## src/rtl/mux_rr_n_pkg.sv

```systemverilog
// Shared definitions for the registered N-channel valid/ready multiplexer.
// Mode encodings and the select-width helper used by the top and the arbiter.
package mux_rr_n_pkg;

   localparam logic MODE_FIXED = 1'b0;
   localparam logic MODE_RR    = 1'b1;

   // One bit minimum so a 2-channel mux still has a select/channel field.
   function automatic int unsigned calc_selw(input int unsigned n);
      return (n <= 2) ? 1 : $clog2(n);
   endfunction

endpackage

```

## src/rtl/mux_rr_n_rr_arbiter.sv

```systemverilog
// Combinational round-robin arbiter: first requester at or after ptr, wrapping.
// The pointer register itself lives in the parent.
module rr_arbiter
   import mux_rr_n_pkg::*;
#(
   parameter int unsigned N = 4,
   localparam int unsigned SELW = calc_selw(N)
) (
   input  logic [N-1:0]    req,
   input  logic [SELW-1:0] ptr,
   output logic [N-1:0]    grant,
   output logic [SELW-1:0] gidx
);

   logic              found;
   int unsigned       idx;
   logic [SELW-1:0]   idx_s;

   always_comb begin
      grant = '0;
      gidx  = '0;
      found = 1'b0;
      idx   = 0;
      idx_s = '0;
      for (int unsigned k = 0; k < N; k++) begin
         idx = 32'(ptr) + k;
         if (idx >= N) idx = idx - N;
         idx_s = SELW'(idx);
         if (!found && req[idx_s]) begin
            grant[idx_s] = 1'b1;
            gidx         = idx_s;
            found        = 1'b1;
         end
      end
   end

endmodule

```

## src/rtl/mux_rr_n.sv

```systemverilog
// Registered N:1 valid/ready multiplexer with fixed-select and round-robin modes.
// One output register stage; simultaneous drain and load gives full throughput.
module mux_rr_n
   import mux_rr_n_pkg::*;
#(
   parameter int unsigned N     = 4,
   parameter int unsigned WIDTH = 8,
   localparam int unsigned SELW = calc_selw(N)
) (
   input  logic               clk,
   input  logic               reset,
   input  logic               mode,
   input  logic [SELW-1:0]    sel,
   input  logic [N-1:0]       in_valid,
   input  logic [N*WIDTH-1:0] in_data,
   output logic [N-1:0]       in_ready,
   output logic               out_valid,
   input  logic               out_ready,
   output logic [WIDTH-1:0]   out_data,
   output logic [SELW-1:0]    out_chan,
   output logic               sel_err
);

   logic [SELW-1:0]  rr_ptr;
   logic [N-1:0]     grant_rr;
   logic [SELW-1:0]  gidx_rr;
   logic [N-1:0]     grant_fix;
   logic [N-1:0]     grant;
   logic [SELW-1:0]  gidx;
   logic             sel_bad;
   logic             space;
   logic             load;
   logic [WIDTH-1:0] sel_data;

   rr_arbiter #(
      .N (N)
   ) u_arb (
      .req   (in_valid),
      .ptr   (rr_ptr),
      .grant (grant_rr),
      .gidx  (gidx_rr)
   );

   // Fixed grant ignores in_valid; an out-of-range sel grants nobody.
   always_comb begin
      grant_fix = '0;
      sel_bad   = (32'(sel) >= N);
      if (!sel_bad) grant_fix[sel] = 1'b1;
   end

   always_comb begin
      grant = (mode == MODE_RR) ? grant_rr : grant_fix;
      gidx  = (mode == MODE_RR) ? gidx_rr  : sel;
   end

   assign space    = !out_valid || out_ready;
   assign in_ready = grant & {N{space}};
   assign load     = (|(grant & in_valid)) && space;

   always_comb begin
      sel_data = '0;
      for (int unsigned i = 0; i < N; i++) begin
         sel_data = sel_data | (in_data[i*WIDTH +: WIDTH] & {WIDTH{grant[i]}});
      end
   end

   always_ff @(posedge clk or posedge reset) begin
      if (reset) begin
         out_valid <= 1'b0;
         out_data  <= '0;
         out_chan  <= '0;
      end else if (load) begin
         out_valid <= 1'b1;
         out_data  <= sel_data;
         out_chan  <= gidx;
      end else if (out_ready) begin
         out_valid <= 1'b0;
      end
   end

   // Pointer only advances on a round-robin transfer; fixed mode leaves it alone.
   always_ff @(posedge clk or posedge reset) begin
      if (reset) begin
         rr_ptr <= '0;
      end else if (load && (mode == MODE_RR)) begin
         rr_ptr <= (gidx == SELW'(N - 1)) ? '0 : gidx + SELW'(1);
      end
   end

   always_ff @(posedge clk or posedge reset) begin
      if (reset) begin
         sel_err <= 1'b0;
      end else begin
         sel_err <= (mode == MODE_FIXED) && sel_bad;
      end
   end

endmodule

```

## config.mk

```make
export PLATFORM = sky130hd
export DESIGN_NAME = mux_rr_n
export DESIGN_NICKNAME = d
export VERILOG_FILES = /design/src/rtl/mux_rr_n_pkg.sv /design/src/rtl/mux_rr_n_rr_arbiter.sv /design/src/rtl/mux_rr_n.sv
export SDC_FILE = /design/constraint.sdc
export NUM_CORES = 1
export LEC_CHECK = 0
export BUFFER_PORTS_ARGS = -buffer_cell sky130_fd_sc_hd__buf_2
export CORE_MARGIN = 10
export CORE_UTILIZATION = 35
export CTS_BUF_LIST = sky130_fd_sc_hd__clkbuf_16
export CTS_CLUSTER_SIZE = 24
export DETAILED_ROUTE_END_ITERATION = 16
export PLACE_DENSITY = 0.67
export SLEW_MARGIN = 30
export SYNTH_ARGS = -nofsm -noshare
export SYNTH_HDL_FRONTEND = slang
export SYNTH_HIERARCHICAL = 1
export SYNTH_SLANG_ARGS = --single-unit
```

## constraint.sdc

```tcl
create_clock -name clk -period 2.91 [get_ports clk]
set_input_delay 0.582 -clock clk [delete_from_list [all_inputs] [get_ports clk]]
set_output_delay 0.582 -clock clk [all_outputs]
set_load 0.03 [all_outputs]
```

==> results.md <==
* Initial Utilization at 0.364
* Filler cells at about 380
* Remaining Overflow, GRT at 0
* Synth Flop Type: dfrtp_1
* Vias/cell at 5.20
* Clock latency on the worst-skew pair at 240 ps
* Worst slack, placed at -33.1 ps
* Total Power at 2.39 mW
* Buf+Inv Stages, Crit Path at 2
* IO Count at 58
* Area leader, netlist: dfrtp_1
* Initial antenna violation count at 0
* Syn_nets at 220
* Syn Inst Count at around 170
* Synth area leaders: dfrtp_1, o21ai_0, mux2_4
* Period utilization at 1.02
* Kind of critical path: reg -> out
* Yosys cell types at 43
* Sequential area share after synthesis at 0.222
* Htree depth at 1
* Share of the synthesized area in the top cell type at 0.222
* Slowest stage cell on the critical path: mux4_2
* I/O Buffers at 56
* Final nets at 301
* Crit-path leading delay family: simple AND/OR/NAND/NOR gates
* Hold WC Path Type: in -> async
* Multi-input gate area at 1090 µm²
* Detailed placement HPWL at approximately 3.8 mm
* Final Hold Fails at 0
* Peak VDD IR at 300 µV
* Share of cells above drive strength 1 at 0.534
* Worst Slack Setup Final at -46.8 ps
* Startpoint Class: flip-flop
* Unrepaired setup endpoints after global routing: yes
* CTS sink count at 13
* Num CTS Buffers at 3
* Avg Inst Size Synth at 8.48 µm²
* Min Tclk post-route at just under 3000 ps
* Skew final at roughly 3.4 ps
* Final setup fails at 4
* Root Buffer: clkbuf_16
* First-pass GRT wire length at 7.61 mm
* DRT iter0 DRCs at 70
* Longest Clk Path Bufs at 2
* Leakage Power at approximately 1.1 nW
* Area grow syn2layout at 50.1%
* FMAX at 0.338 GHz
* DRT Pass-1 Iters at 4
* Final WL at 4.67 mm
* Top cells by count, synth: o21ai_0, dfrtp_1, inv_1, nor2_1, nand2_1
* Top-count cell post-synth: o21ai_0
* Failing checks: negative setup slack
* Pin count of the biggest net entering global routing at 19
* Final ANT Viol Nets at 0
* Design area at about 2200 µm²
* Total Routing Usage GR at 0.121
* Launching point of the worst reg2reg path: rr_ptr[0]$_DFFE_PP0P_
* Synth warn at 6
* Clock transition at path regs at ~50 ps
* Reg2reg setup slack at ~20 ps
* Asr flop ratio synth at 1.00
* Crit-path max cell delay at 560 ps
* Reg2reg end: out_chan[1]$_DFFE_PP0P_
* Site Rows at 23
* Placed inst area at ~2000 µm²
* Pins over their slew limit at 0
* CP Cell Sequence: buf_12, mux4_2, or2_4, nor2b_4, a221o_2, and2_4, nor2_4, nor2_4, buf_6
* Core Box Area at between 4000 and 5000 µm²
* Max Cap Violations at 0
* Crit end category: output pin
* Outcome: finished with violations
* Die Y at between 80 and 90 µm
* Post-synth EDFFs at 0
* Crit-path max FO at 7
* CP dominant cell by count: nor2_4
* DRC at 0
* WP data arrival at 2370 ps
* Synthesized flop and latch total at 13
* R2R depth at 11
* Die ar. at 7180 µm²
* Diode count at 0
* DR WL/cell at around 15 µm
* Gp weighted congestion at 0.850
* Vias at roughly 1600
* Synthesized area at 1470 µm²
* Die X at 84.8 µm
* Vias in the first global route at between 1500 and 2000
* CP required at 2330 ps
* CTS tree: done
* Register area at 327 µm²
* PD cells at 1080 nW/µm²
[cell type report]
cell class | count | share of cell area
Multi-Input combinational cell | 133 | 0.496
Timing Repair Buffer | 90 | 0.267
Sequential cell | 13 | 0.148
Clock buffer | 3 | 0.0341
Tap cell | 50 | 0.0284
Inverter | 13 | 0.0233
Clock inverter | 1 | 0.00227
[flip-flops by register name (all words and copies together) (netlist names)]
| signal | cells |
|---|---|
| out_valid | 1 |
| out_chan | 2 |
| rr_ptr | 2 |
| out_data | 8 |
[cell usage in the layout, fill, tap and decap left out, types with 2 or more instances in the layout]
cell and count:
ha_1 4, nand2_1 10, inv_1 12, mux2_2 4
a22o_1 3, nor2_1 4, a21oi_1 2, buf_12 2
dfrtp_1 12, mux2i_1 3, o21ai_1 3, buf_2 52
mux4_2 3, nand2b_1 3, a221o_2 4, mux2_4 8
o2111ai_1 7, nor3b_1 4, clkbuf_16 3, and2_4 3
nor2b_1 2, o21ai_0 30, buf_6 5, a31oi_1 6
nor2_4 6, and3b_1 2, buf_4 31
[report_power, final]
group	internal, mW	switching (mW)
clock network	0.182	0.0721
registers	0.275	0.0605
logic	0.895	0.901
[stage by stage]
| stage | std cells | setup TNS [ps] | utilization | hold WS (ps) |
|---|---|---|---|---|
| 6_report | 303 | -164 | 0.547 | 350 |
| 2_1_floorplan | 173 | -197 | - | 459 |
| 3_3_place_gp | 289 | -7.46 | 0.494 | 487 |
| 5_1_grt | 303 | -1530 | 0.547 | 387 |
| 4_1_cts | 301 | -204 | 0.540 | 369 |
| 3_5_place_dp | 289 | -169 | 0.494 | 492 |
[timing repair]
action,CTS,global route
hold buffers,0,0
pin swaps,9,5
setup endpoints to repair,13,14
gates resized for setup,10,4
setup buffers,8,2
[routing by layer]
metal | wire [µm] | track usage
met1 | 2000 | 0.150
met2 | 2390 | 0.208
met3 | 217 | 0.0213
met4 | 63 | 0.0344
met5 | 0 | 0
[cells by family after synthesis]
group,Yosys count,synth area share
and+or+nand+nor,43,0.165
DFF,13,0.222
xor gates and xnor gates,1,0.00597
other,1,0.00256
adders and majority gates,5,0.0426
AOI/OAI and AO/OA,65,0.295
buffers and inverters,27,0.0887
muxes,18,0.179
[worst max path at each step]
| stage | cells after the start | start | slack, ps | endpoint |
|---|---|---|---|---|
| after detailed placement | 10 | in_valid[3] | -30 | out_chan[1]$_DFFE_PP0P_ |
| after global placement | 10 | in_valid[3] | -4 | out_chan[1]$_DFFE_PP0P_ |
| after global routing | 9 | rr_ptr[0]$_DFFE_PP0P_ | -160 | in_ready[3] |
| final | 9 | rr_ptr[0]$_DFFE_PP0P_ | -50 | in_ready[2] |
| after CTS | 10 | rr_ptr[0]$_DFFE_PP0P_ | -60 | in_ready[2] |
| after floorplan | 12 | rr_ptr[0]$_DFFE_PP0P_ | -80 | in_ready[1] |
Note: power is estimated with default switching activity, not from simulation.
